## src/rtl/led_activity_monitor.sv

```systemverilog
// led_activity_monitor: per-channel activity LEDs with pulse stretching and a
// forced dark gap after each flash, plus a free-running heartbeat.
//
// Ports:
//   clk_sys    system clock
//   reset_n    asynchronous active-low reset
//   enable     global enable for the activity channels (heartbeat ignores it)
//   act_in     raw asynchronous monitored lines, idle level from IDLE_MASK
//   led_act    stretched activity LED drive, 1 = lit
//   act_pulse  one-cycle strobe per idle->active transition
//   heartbeat  heartbeat LED drive, MSB of an HB_W-bit counter
module led_activity_monitor #(
  parameter int unsigned N_CH           = 2,
  parameter logic [31:0] IDLE_MASK      = 32'hFFFF_FFFF,
  parameter int unsigned SYNC_STAGES    = 2,
  parameter int unsigned STRETCH_CYCLES = 1048576,
  parameter int unsigned GAP_CYCLES     = 262144,
  parameter int unsigned HB_W           = 24
) (
  input  logic            clk_sys,
  input  logic            reset_n,
  input  logic            enable,
  input  logic [N_CH-1:0] act_in,
  output logic [N_CH-1:0] led_act,
  output logic [N_CH-1:0] act_pulse,
  output logic            heartbeat
);

  localparam int unsigned CNT_MAX = (STRETCH_CYCLES > GAP_CYCLES) ? STRETCH_CYCLES : GAP_CYCLES;
  localparam int unsigned CNT_W   = $clog2(CNT_MAX + 1);

  localparam logic [CNT_W-1:0] STRETCH_LOAD = CNT_W'(STRETCH_CYCLES - 1);
  localparam logic [CNT_W-1:0] GAP_LOAD     = (GAP_CYCLES == 0) ? '0 : CNT_W'(GAP_CYCLES - 1);

  localparam logic [1:0] ST_IDLE = 2'd0;
  localparam logic [1:0] ST_ON   = 2'd1;
  localparam logic [1:0] ST_GAP  = 2'd2;

  for (genvar i = 0; i < N_CH; i++) begin : g_ch
    localparam logic IDLE_LVL = IDLE_MASK[i];

    logic [SYNC_STAGES-1:0] sync_q;
    logic                   active;
    logic                   prev_active_q;
    logic                   pulse_q;
    logic                   led_q;
    logic [1:0]             state_q;
    logic [1:0]             state_d;
    logic [CNT_W-1:0]       cnt_q;
    logic [CNT_W-1:0]       cnt_d;

    // Synchroniser; reset loads the idle level so release never looks like activity
    always_ff @(posedge clk_sys or negedge reset_n) begin
      if (!reset_n) begin
        sync_q <= {SYNC_STAGES{IDLE_LVL}};
      end else begin
        sync_q <= {sync_q[SYNC_STAGES-2:0], act_in[i]};
      end
    end

    assign active = (sync_q[SYNC_STAGES-1] != IDLE_LVL);

    // Next-state: IDLE -> ON (stretch, retriggerable) -> GAP (activity ignored) -> IDLE
    always_comb begin
      state_d = state_q;
      cnt_d   = cnt_q;
      if (!enable) begin
        state_d = ST_IDLE;
        cnt_d   = '0;
      end else begin
        case (state_q)
          ST_IDLE: begin
            if (active) begin
              state_d = ST_ON;
              cnt_d   = STRETCH_LOAD;
            end
          end
          ST_ON: begin
            if (active) begin
              cnt_d = STRETCH_LOAD;
            end else if (cnt_q != '0) begin
              cnt_d = cnt_q - CNT_W'(1);
            end else if (GAP_CYCLES == 0) begin
              state_d = ST_IDLE;
              cnt_d   = '0;
            end else begin
              state_d = ST_GAP;
              cnt_d   = GAP_LOAD;
            end
          end
          ST_GAP: begin
            if (cnt_q != '0) begin
              cnt_d = cnt_q - CNT_W'(1);
            end else begin
              state_d = ST_IDLE;
            end
          end
          default: begin
            state_d = ST_IDLE;
            cnt_d   = '0;
          end
        endcase
      end
    end

    // State, edge history and registered outputs; led follows the next state so
    // it rises on the same edge as act_pulse
    always_ff @(posedge clk_sys or negedge reset_n) begin
      if (!reset_n) begin
        state_q       <= ST_IDLE;
        cnt_q         <= '0;
        prev_active_q <= 1'b0;
        pulse_q       <= 1'b0;
        led_q         <= 1'b0;
      end else begin
        state_q       <= state_d;
        cnt_q         <= cnt_d;
        prev_active_q <= active;
        pulse_q       <= enable & active & ~prev_active_q;
        led_q         <= (state_d == ST_ON);
      end
    end

    assign led_act[i]   = led_q;
    assign act_pulse[i] = pulse_q;
  end

  logic [HB_W-1:0] hb_cnt_q;
  logic [HB_W-1:0] hb_cnt_d;
  logic            hb_q;

  assign hb_cnt_d = hb_cnt_q + HB_W'(1);

  // Free-running heartbeat; output registered from the next count's MSB
  always_ff @(posedge clk_sys or negedge reset_n) begin
    if (!reset_n) begin
      hb_cnt_q <= '0;
      hb_q     <= 1'b0;
    end else begin
      hb_cnt_q <= hb_cnt_d;
      hb_q     <= hb_cnt_d[HB_W-1];
    end
  end

  assign heartbeat = hb_q;

endmodule

```

## config.mk

```make
export PLATFORM = sky130hd
export DESIGN_NAME = led_activity_monitor
export DESIGN_NICKNAME = d
export VERILOG_FILES = /design/src/rtl/led_activity_monitor.sv
export SDC_FILE = /design/constraint.sdc
export NUM_CORES = 1
export LEC_CHECK = 0
export BUFFER_PORTS_ARGS = -buffer_cell sky130_fd_sc_hd__buf_4
export CAP_MARGIN = 10
export CORE_MARGIN = 1
export CORE_UTILIZATION = 55
export DETAILED_ROUTE_END_ITERATION = 8
export PLACE_DENSITY_LB_ADDON = 0.1
export SYNTH_ARGS = -nofsm -noshare
export SYNTH_HDL_FRONTEND = slang
export SYNTH_SLANG_ARGS = --single-unit
export TNS_END_PERCENT = 30
```

## constraint.sdc

```tcl
create_clock -name clk_sys -period 2.3 [get_ports clk_sys]
set_clock_uncertainty 0.2 [all_clocks]
set_input_delay 0.575 -clock clk_sys [delete_from_list [all_inputs] [get_ports clk_sys]]
set_output_delay 0.575 -clock clk_sys [all_outputs]
set_load 0.02 [all_outputs]
```

==> flow_summary.yaml <==
sta:
  slew_headroom_pct: 65.2
  worst_pin_slew_ns: 0.523
  drv_slew: 0
  grt_setup_unrepaired: "yes"
  fmax_ghz: 0.453
  setup_viol: 0
  fin_crit_ns: 2.21
  hold_viol_final: 8
  finalCritPeriodShare_pct: 95.9
  layout_setup_ws_ns: 0.0934
  hold-worst-slack_ns: -0.0120
finish:
  fin_area_um2: 5480
  area_growth_pct: 20.8
  n_fill_cell: 623
  layout-drive-gt1-share_pct: 24.5
  multi_input_area_um2: 2410
  antenna_cells: 0
  final_nets: 536
  area.sequential_um2: 2010
yosys:
  ys.flop_type: "dfrtp_1"
  ys_ff_latch: 80
  synth_top_area_cell: "dfrtp_1"
  yosys_warnings: 0
  ys_seq_area_share_pct: 44.2
  synth.area.top_cells: "dfrtp_1, a22o_1, o22ai_1"
  synth-async-reset-ratio_pct: 100
  synth_cell_types: 66
  syn_inst: 467
  ys_top_cells_by_count: "dfrtp_1, o22ai_1, a22o_1, nor2_1, nand2_1"
  syn_area_per_cell_um2: 9.71
  synth.top_cell.area_share_pct: 41.9
  syn_area_um2: 4540
  synth_nets: 477
  synth-edff-count: 0
  post-synth-top-count-cell: "dfrtp_1"
critical_path:
  crit_fanout: 6
  cpMostUsedCell: "buf_4"
  worst_setup_path_start_kind: "flop"
  critPathArrivalTime_ns: 2.24
  path_cells: "inv_2 -> ha_2 -> nor4b_4 -> buf_4 -> and3_4 -> a31oi_2 -> buf_4 -> nor2_2 -> buf_4 -> a211o_1"
  slowest_stage: "dfrtp_1"
  endpoint_kind: "flop"
  required_ns: 2.33
  cp_slowest_stage_delay_ns: 0.37
  critical_path_class: "flop to flop"
clocking:
  clockBufferDepth: 2
  cts_root_buffer: "clkbuf_8"
  cts_buffers: 9
  cts.sink_count: 80
  clk_latency_ns: 0.35
  cts_max_level: 3
  cts.reportedPaths.clkPinSlew_ns: 0.09
  cts_tree: "done"
global_routing:
  antenna_found_initial: 0
  grt_pass1_vias: 3786
  grt_pass1_wl_mm: 18.3
  grt_max_degree: 40
  grt_overflow: 0
  grt_use_total_pct: 26.9
placed_design:
  placed_area_um2: 5060
  dp_hpwl_mm: 7.64
  place_congestion: 0.892
  place_ws_ns: -0.101
  port_buffers: 9
floorplanning:
  die_x_um: 92.8
  core.rowCount: 32
  die_h_um: 92.8
  core_um2: 7850
  die_area_um2: 8610
  io_pins: 10
  start_util_pct: 57.8
drt:
  drc: 0
  drt_iter0_drc: 184
  drtPass1Iterations: 6
  wl_mm: 11.1
  avgRoutedWirePerCell_um: 17.5
  drtAntennaViolNets: 0
  num_vias: 4048
  vias_per_cell: 6.39
pwr:
  finalPower_mw: 3.68
  power_leakage_nw: 2.39
  ir_worst_vdd_uv: 397
  powerDensity_nw_per_um2: 672
status:
  violations: "negative hold slack"
  status: "complete, but fails checks"
flow_run:
  cap_violations: 0
min_path:
  hp-class: "input pin to async pin"
==> flip-flops by register name, summed over array words and instances, names as in the netlist <==
signal,flops
g_ch.state_q,4
g_ch.cnt_q,42
g_ch.pulse_q,2
g_ch.prev_active_q,2
g_ch.sync_q,4
g_ch.led_q,2
hb_cnt_q,24
==> routing by layer <==
| metal | up-vias | GRT usage, % | share of wire [%] |
|---|---|---|---|
| li1 | 1902 | - | - |
| met1 | 2001 | 38.5 | 48 |
| met2 | 130 | 41.5 | 46 |
| met3 | 15 | 5.09 | 5.5 |
| met4 | 0 | 7.95 | 1.1 |
| met5 | - | 0 | 0 |
==> cells by family (layout without fill, tap and decap cells) <==
family | after synthesis | in the layout | synth area share [%]
AND/OR/NAND/NOR | 165 | 165 | 21.0
AO/OA/AOI/OAI | 151 | 151 | 24.2
flip-flops | 80 | 80 | 44.2
buffers and inverters | 44 | 108 | 4.97
XOR/XNOR | 22 | 22 | 4.25
adder cells (fa/ha/maj) | 5 | 5 | 1.38
==> path summary, 6_finish.rpt <==
check	endpoint	depth (start not counted)	slack (ns)	from
max	g_ch[1].cnt_q[18]	10	0.09	g_ch[1].cnt_q[0]
min	g_ch[0].cnt_q[13]	1	-0.01	reset_n
max reg2reg	g_ch[1].cnt_q[18]	10	0.09	g_ch[1].cnt_q[0]
min reg2reg	g_ch[1].sync_q[1]	0	0.16	g_ch[1].sync_q[0]
max in group asynchronous	g_ch[1].sync_q[0]	2	1.28	reset_n
min in group clk_sys	g_ch[0].sync_q[0]	1	0.12	act_in[0]
==> layout make-up <==
type / count / share of cell area (%)
clock buffers: 9 / 2.26
multi-input cells: 343 / 44.1
repair buffers: 77 / 11.1
inverters: 15 / 1.03
clock inverters: 7 / 2.60
flip-flops and latches: 80 / 36.6
well taps: 102 / 2.33
==> report_power, final <==
part | leakage (nW) | total [mW] | switching, mW | internal, mW
Sequential | 1.01 | 1.62 | 0.115 | 1.51
Clock | 0.134 | 1.38 | 0.548 | 0.835
Combinational | 1.25 | 0.675 | 0.358 | 0.317
Total | 2.39 | 3.68 | 1.02 | 2.66
==> layout by cell type, fill, tap and decap left out, types with 7 or more instances in the layout <==
cell type / Yosys / routed
nand2_1: 27 / 27
nor2_1: 28 / 28
buf_4: 6 / 74
nor3_1: 18 / 17
xor2_1: 11 / 11
nand3_1: 19 / 18
o21ai_0: 20 / 20
a211o_1: 7 / 7
and3_1: 14 / 13
dfrtp_1: 76 / 76
a21oi_1: 13 / 13
xnor2_1: 11 / 11
clkbuf_8: 0 / 9
or3_1: 9 / 9
inv_1: 15 / 13
o22ai_1: 33 / 33
a22o_1: 28 / 28
==> what timing repair did <==
action	in CTS	in global routing
pin swaps	0	7
setup buffers	0	5
setup endpoints to repair	28	41
hold endpoints to repair	0	0
resized for setup	5	17
hold buffers	0	0
==> critical path, delay by kind of cell, from the launching register on <==
kind                     cells  cell delay, ns
flip-flops                   1            0.37
AO/OA/AOI/OAI                2            0.47
buffers and inverters        4            0.54
AND/OR/NAND/NOR              3            0.34
adder cells (fa/ha/maj)      1            0.17
==> metrics by stage <==
| stage | TNS, ns | utilization [%] | std cells | hold WS (ns) |
|---|---|---|---|---|
| after global routing | -0.0767 | 69.8 | 633 | 0.0224 |
| after global placement | -0.274 | 64.5 | 612 | 0.147 |
| after CTS | 0 | 68.2 | 628 | 0.00901 |
| after detailed placement | -0.871 | 64.5 | 612 | 0.147 |
| final | 0 | 69.8 | 633 | -0.0120 |
| after floorplan | 0 | - | 467 | 0.0794 |
(Power assumes the default switching activity.)
